===== src/rtl/pc_sequencer.sv =====
// Instruction-fetch sequencer: owns the architectural PC, runs the imem handshake,
// and handles stall, halt/resume, invalid-instruction trap and retire counting.
module pc_sequencer #(
  parameter int                ADDR_W    = 32,
  parameter int                INST_W    = 32,
  parameter int                PC_STEP   = 1,
  parameter logic [ADDR_W-1:0] RESET_VEC = '0,
  parameter logic [ADDR_W-1:0] TRAP_VEC  = '0,
  parameter int                CNT_W     = 32
) (
  input  logic              clk,
  input  logic              rst,
  output logic              imem_req,
  output logic [ADDR_W-1:0] imem_addr,
  input  logic              imem_ack,
  input  logic [INST_W-1:0] imem_rdata,
  output logic              inst_valid,
  output logic [INST_W-1:0] inst,
  output logic [ADDR_W-1:0] pc,
  output logic [ADDR_W-1:0] pc_plus,
  input  logic              stall,
  input  logic [1:0]        pc_src,
  input  logic [ADDR_W-1:0] branch_off,
  input  logic [ADDR_W-1:0] target,
  input  logic              invalid,
  input  logic              halt_req,
  input  logic              resume,
  output logic              halted,
  output logic              trapped,
  output logic [CNT_W-1:0]  retired
);

  typedef enum logic [1:0] {BOOT, REQ, EXEC, HALT} state_t;

  state_t            state;
  logic [ADDR_W-1:0] next_pc;

  // Handshake outputs are pure decodes of registered state, so imem_ack never
  // reaches imem_req/imem_addr combinationally.
  assign imem_req   = (state == REQ);
  assign imem_addr  = pc;
  assign inst_valid = (state == EXEC);
  assign halted     = (state == HALT);
  assign pc_plus    = pc + ADDR_W'(PC_STEP);

  // NOTE: every always_comb output gets a default first so no latch is inferred.
  always_comb begin
    next_pc = pc_plus;
    if (invalid) begin
      next_pc = TRAP_VEC;
    end else begin
      unique case (pc_src)
        2'b01:   next_pc = pc_plus + branch_off;
        2'b10,
        2'b11:   next_pc = target;
        default: next_pc = pc_plus;
      endcase
    end
  end

  // NOTE: sequential state uses non-blocking assignments only.
  always_ff @(posedge clk or negedge rst) begin
    if (!rst) begin
      state   <= BOOT;
      pc      <= RESET_VEC;
      inst    <= '0;
      retired <= '0;
      trapped <= 1'b0;
    end else begin
      unique case (state)
        BOOT: state <= REQ;
        REQ: begin
          if (imem_ack) begin
            inst  <= imem_rdata;
            state <= EXEC;
          end
        end
        EXEC: begin
          if (!stall) begin
            pc <= next_pc;
            if (invalid) trapped <= 1'b1;
            else         retired <= retired + CNT_W'(1);
            state <= halt_req ? HALT : REQ;
          end
        end
        HALT: begin
          if (resume) state <= REQ;
        end
        default: state <= BOOT;
      endcase
    end
  end

endmodule

===== config.mk =====
export PLATFORM = sky130hd
export DESIGN_NAME = pc_sequencer
export DESIGN_NICKNAME = d
export VERILOG_FILES = /design/src/rtl/pc_sequencer.sv
export SDC_FILE = /design/constraint.sdc
export NUM_CORES = 1
export LEC_CHECK = 0
export ABC_AREA = 1
export BUFFER_PORTS_ARGS = -buffer_cell sky130_fd_sc_hd__buf_2
export CORE_ASPECT_RATIO = 0.75
export CORE_MARGIN = 3
export CORE_UTILIZATION = 53
export CTS_BUF_LIST = sky130_fd_sc_hd__clkbuf_16
export CTS_CLUSTER_SIZE = 12
export DETAILED_ROUTE_END_ITERATION = 8
export GPL_TIMING_DRIVEN = 0
export MAX_ROUTING_LAYER = met4
export PLACE_DENSITY = 0.83
export SETUP_SLACK_MARGIN = 0.15
export SYNTH_ARGS = -nofsm -noshare
export SYNTH_HDL_FRONTEND = slang
export SYNTH_SLANG_ARGS = --single-unit

===== constraint.sdc =====
create_clock -name clk -period 3.7 [get_ports clk]
set_input_delay 0.185 -clock clk [delete_from_list [all_inputs] [get_ports clk]]
set_output_delay 0.185 -clock clk [all_outputs]
set_load 0.02 [all_outputs]

==> flow_metrics.env <==
export IMPL_ctsHtreeMaxLevel=3
export IMPL_powerDensity_nw_per_um2=744
export IMPL_core_rowCount=39
export IMPL_cp_end_kind="flop"
export IMPL_start_kind="flop"
export IMPL_synth_common_cells="376 x nand2_1, 180 x inv_1, 130 x nor2_1"
export IMPL_p_sw_share_pct=51.4
export IMPL_drive_gt1_share_pct=27.2
export IMPL_antennaDiodeCount=0
export IMPL_netlist_instances=1229
export IMPL_relSlewSlack_pct=57.6
export IMPL_p_clk_share_pct=13.0
export IMPL_grt_pass1_wl_um=41800
export IMPL_power_leakage_nw=6.04
export IMPL_synth_distinct_cells=47
export IMPL_die_x_um=151
export IMPL_grt_overflow=0
export IMPL_fin_skew_ps=8.45
export IMPL_multi_input_area_um2=4920
export IMPL_fmax_ghz=0.304
export IMPL_worstPathRequired_ps=3950
export IMPL_nets=1662
export IMPL_synth_most_common_cell="nand2_1"
export IMPL_syn2layout_area_growth_pct=24.1
export IMPL_root_buffer="clkbuf_16"
export IMPL_syn_area_um2=8360
export IMPL_yosysWarningCount=0
export IMPL_dp_hpwl_um=22600
export IMPL_crit_type="flop to flop"
export IMPL_power_frac_comb_pct=62.5
export IMPL_cts_tree="done"
export IMPL_slowest_delay_ps=410
export IMPL_clk_pin_slew_ps=70
export IMPL_p_seq_share_pct=24.5
export IMPL_drt_iter0_markers=848
export IMPL_yosysSeqAreaShare_pct=29.6
export IMPL_cts_sinks=99
export IMPL_finalHoldViolCount=0
export IMPL_final_cells=1721
export IMPL_clock_latency_ps=350
export IMPL_drt_wl_total_um=27400
export IMPL_finalSetupTns_ps=0
export IMPL_io_buffers=268
export IMPL_synthDominantCellAreaShare_pct=29.6
export IMPL_ir_drop_v=0.000510
export IMPL_slowest_stage="dfrtp_1"
export IMPL_dieArea_um2=17300
export IMPL_hp_class="input port to flop"
export IMPL_vias=8980
export IMPL_drc_errors=0
export IMPL_detail_route_vias_per_cell=5.22
export IMPL_antenna_found_initial=0
export IMPL_syn_avg_cell_area_um2=6.81
export IMPL_synth_edf_count=0
export IMPL_seq_area_um2=2480
export IMPL_start_util_pct=54.6
export IMPL_worstPathMaxFanout=4
export IMPL_finalSetupViolations=0
export IMPL_dr_pass1_iters=6
export IMPL_ctsLongestPathBuffers=2
export IMPL_cp_common_cell="nand2_1"
export IMPL_synth_main_ff_cell="dfrtp_1"
export IMPL_gp_congestion=0.982
export IMPL_drv_cap=0
export IMPL_period_share_pct=88.9
export IMPL_core_region_area_um2=15300
export IMPL_cp_arrival_ps=3540
export IMPL_grt_pass1_vias=8185
export IMPL_yosys_area_top_type="dfrtp_1"
export IMPL_p_int_w=0.00376
export IMPL_antenna_left=0
export IMPL_cp_cell_sequence="ha_1 > nand2_1 > nor2_1 > inv_1 > nor2_2 > or2_2 > nand2_1 > inv_1 > ha_1 > nand2_1 > inv_1 > nand2_1 > nand2_1 > a21oi_1 > nor2_1 > nor2_1 > nand2_1 > nand2_1 > nand3_1 > nand2_1 > nand2_1"
export IMPL_grt_max_degree=56
export IMPL_syn_nets=1379
export IMPL_grt_use_total_pct=31.7
export IMPL_synth_async_sr_flop_share_pct=100
export IMPL_die_h_um=115
export IMPL_outcome="finished, final reports clean"
export IMPL_ys_seq_elements=99
export IMPL_fillers=1409
export IMPL_place_inst=1703
export IMPL_rsz0062_at_grt="true"
export IMPL_synth_area_leaders="dfrtp_1 30%, nand2_1 17%, inv_1 8.1%, ha_1 6.6%, nor2_1 5.8%"
export IMPL_tightest_slew_ps=636
export IMPL_ios=269
export IMPL_switchingPower_w=0.00397
export IMPL_min_period_ps=3290
export IMPL_drv_slew=0
export IMPL_avgRoutedWirePerCell_um=15.9
export IMPL_cts_made_buffers=9
## state kept, by name, summed over array words and instances (netlist names)
| name | count |
|---|---|
| trapped | 1 |
| state | 2 |
| retired | 32 |
| imem_addr | 32 |
| inst | 32 |
## repair_timing
item | 4_1_cts | 5_1_grt
setup buffers | 0 | 2
endpoints found under the hold margin | 44 | 0
gates resized for setup | 0 | 12
hold buffers | 1 | 0
setup endpoints to repair | 0 | 14
## metrics by stage
step	setup WS, ps	power, W	cell area, um^2	util [%]	hold slack, ps
floorplan	687	0.00508	8360	-	-111
global placement	336	0.00655	9960	65.0	416
detailed placement	314	0.00663	9990	65.2	236
CTS	299	0.00766	10300	67.3	61.1
global route	126	0.00829	10400	67.7	56.8
finish	410	0.00772	10400	67.7	65.3
## critical path: cells and delay by family (launching register included)
kind / cells / cell delay (ps)
simple gates: 15 / 1760
fa+ha+maj: 2 / 480
flops: 1 / 410
buf+inv: 3 / 310
compound gates: 1 / 260
## worst paths after layout
path | cells after the start | to | from | slack (ps)
setup / recovery | 21 | imem_addr[25]$_DFFE_PN0P_ | imem_addr[0]$_DFFE_PN0P_ | 410
hold reg to reg | 1 | retired[31]$_DFFE_PN0P_ | retired[31]$_DFFE_PN0P_ | 460
min in group asynchronous | 2 | retired[23]$_DFFE_PN0P_ | rst | 390
hold / removal | 2 | inst[23]$_DFFE_PN0P_ | imem_rdata[23] | 70
max in group asynchronous | 3 | inst[11]$_DFFE_PN0P_ | rst | 2630
setup reg to reg | 21 | imem_addr[25]$_DFFE_PN0P_ | imem_addr[0]$_DFFE_PN0P_ | 410
## final cells by class
type                       instances  area share (%)
buffer                            50            3.09
clock buffer                       9            2.17
clock inverter                     6           0.856
inverter                         183            6.62
multi-input combinational        897            47.4
sequential                        99            23.9
tap                              205            2.47
timing repair buffer             272            13.5
## power by group through the flow
stage,Combinational (W),Sequential (W),Clock [W]
final,0.00483,0.00189,0.00101
after global routing,0.00529,0.00195,0.00106
after CTS,0.00476,0.00189,0.00101
after detailed placement,0.00473,0.00190,0
after global placement,0.00467,0.00187,0
after floorplan,0.00284,0.00223,0
## per-layer routing
metal / GRT usage (%) / wire length (um)
met1: 44.0 / 12000
met2: 47.4 / 12100
met3: 7.21 / 2690
met4: 7.49 / 554
met5: - / 0
## placed cells by master (no fill, tap or decap), types with 10 or more instances in the layout
cell type    n
xor2_1      30
nor2_4      10
nand4_1     15
nand2_2     13
buf_4       35
buf_2      271
nor3_1      16
mux2_2      32
nor2_2      10
nand2_1    374
dfrtp_1     98
ha_1        44
inv_1      180
nand3_1     72
xnor2_1     17
a21oi_1     35
o21ai_0     33
nor2_1     126
## cells by family after synthesis
| group | share of synthesized area [%] |
|---|---|
| AOI/OAI and AO/OA | 7.00 |
| xor gates and xnor gates | 5.33 |
| adders and majority gates | 6.82 |
| buffers and inverters | 12.0 |
| DFF | 29.6 |
| muxes | 4.43 |
| and+or+nand+nor | 34.8 |
Power figures use the tool's default switching activity.
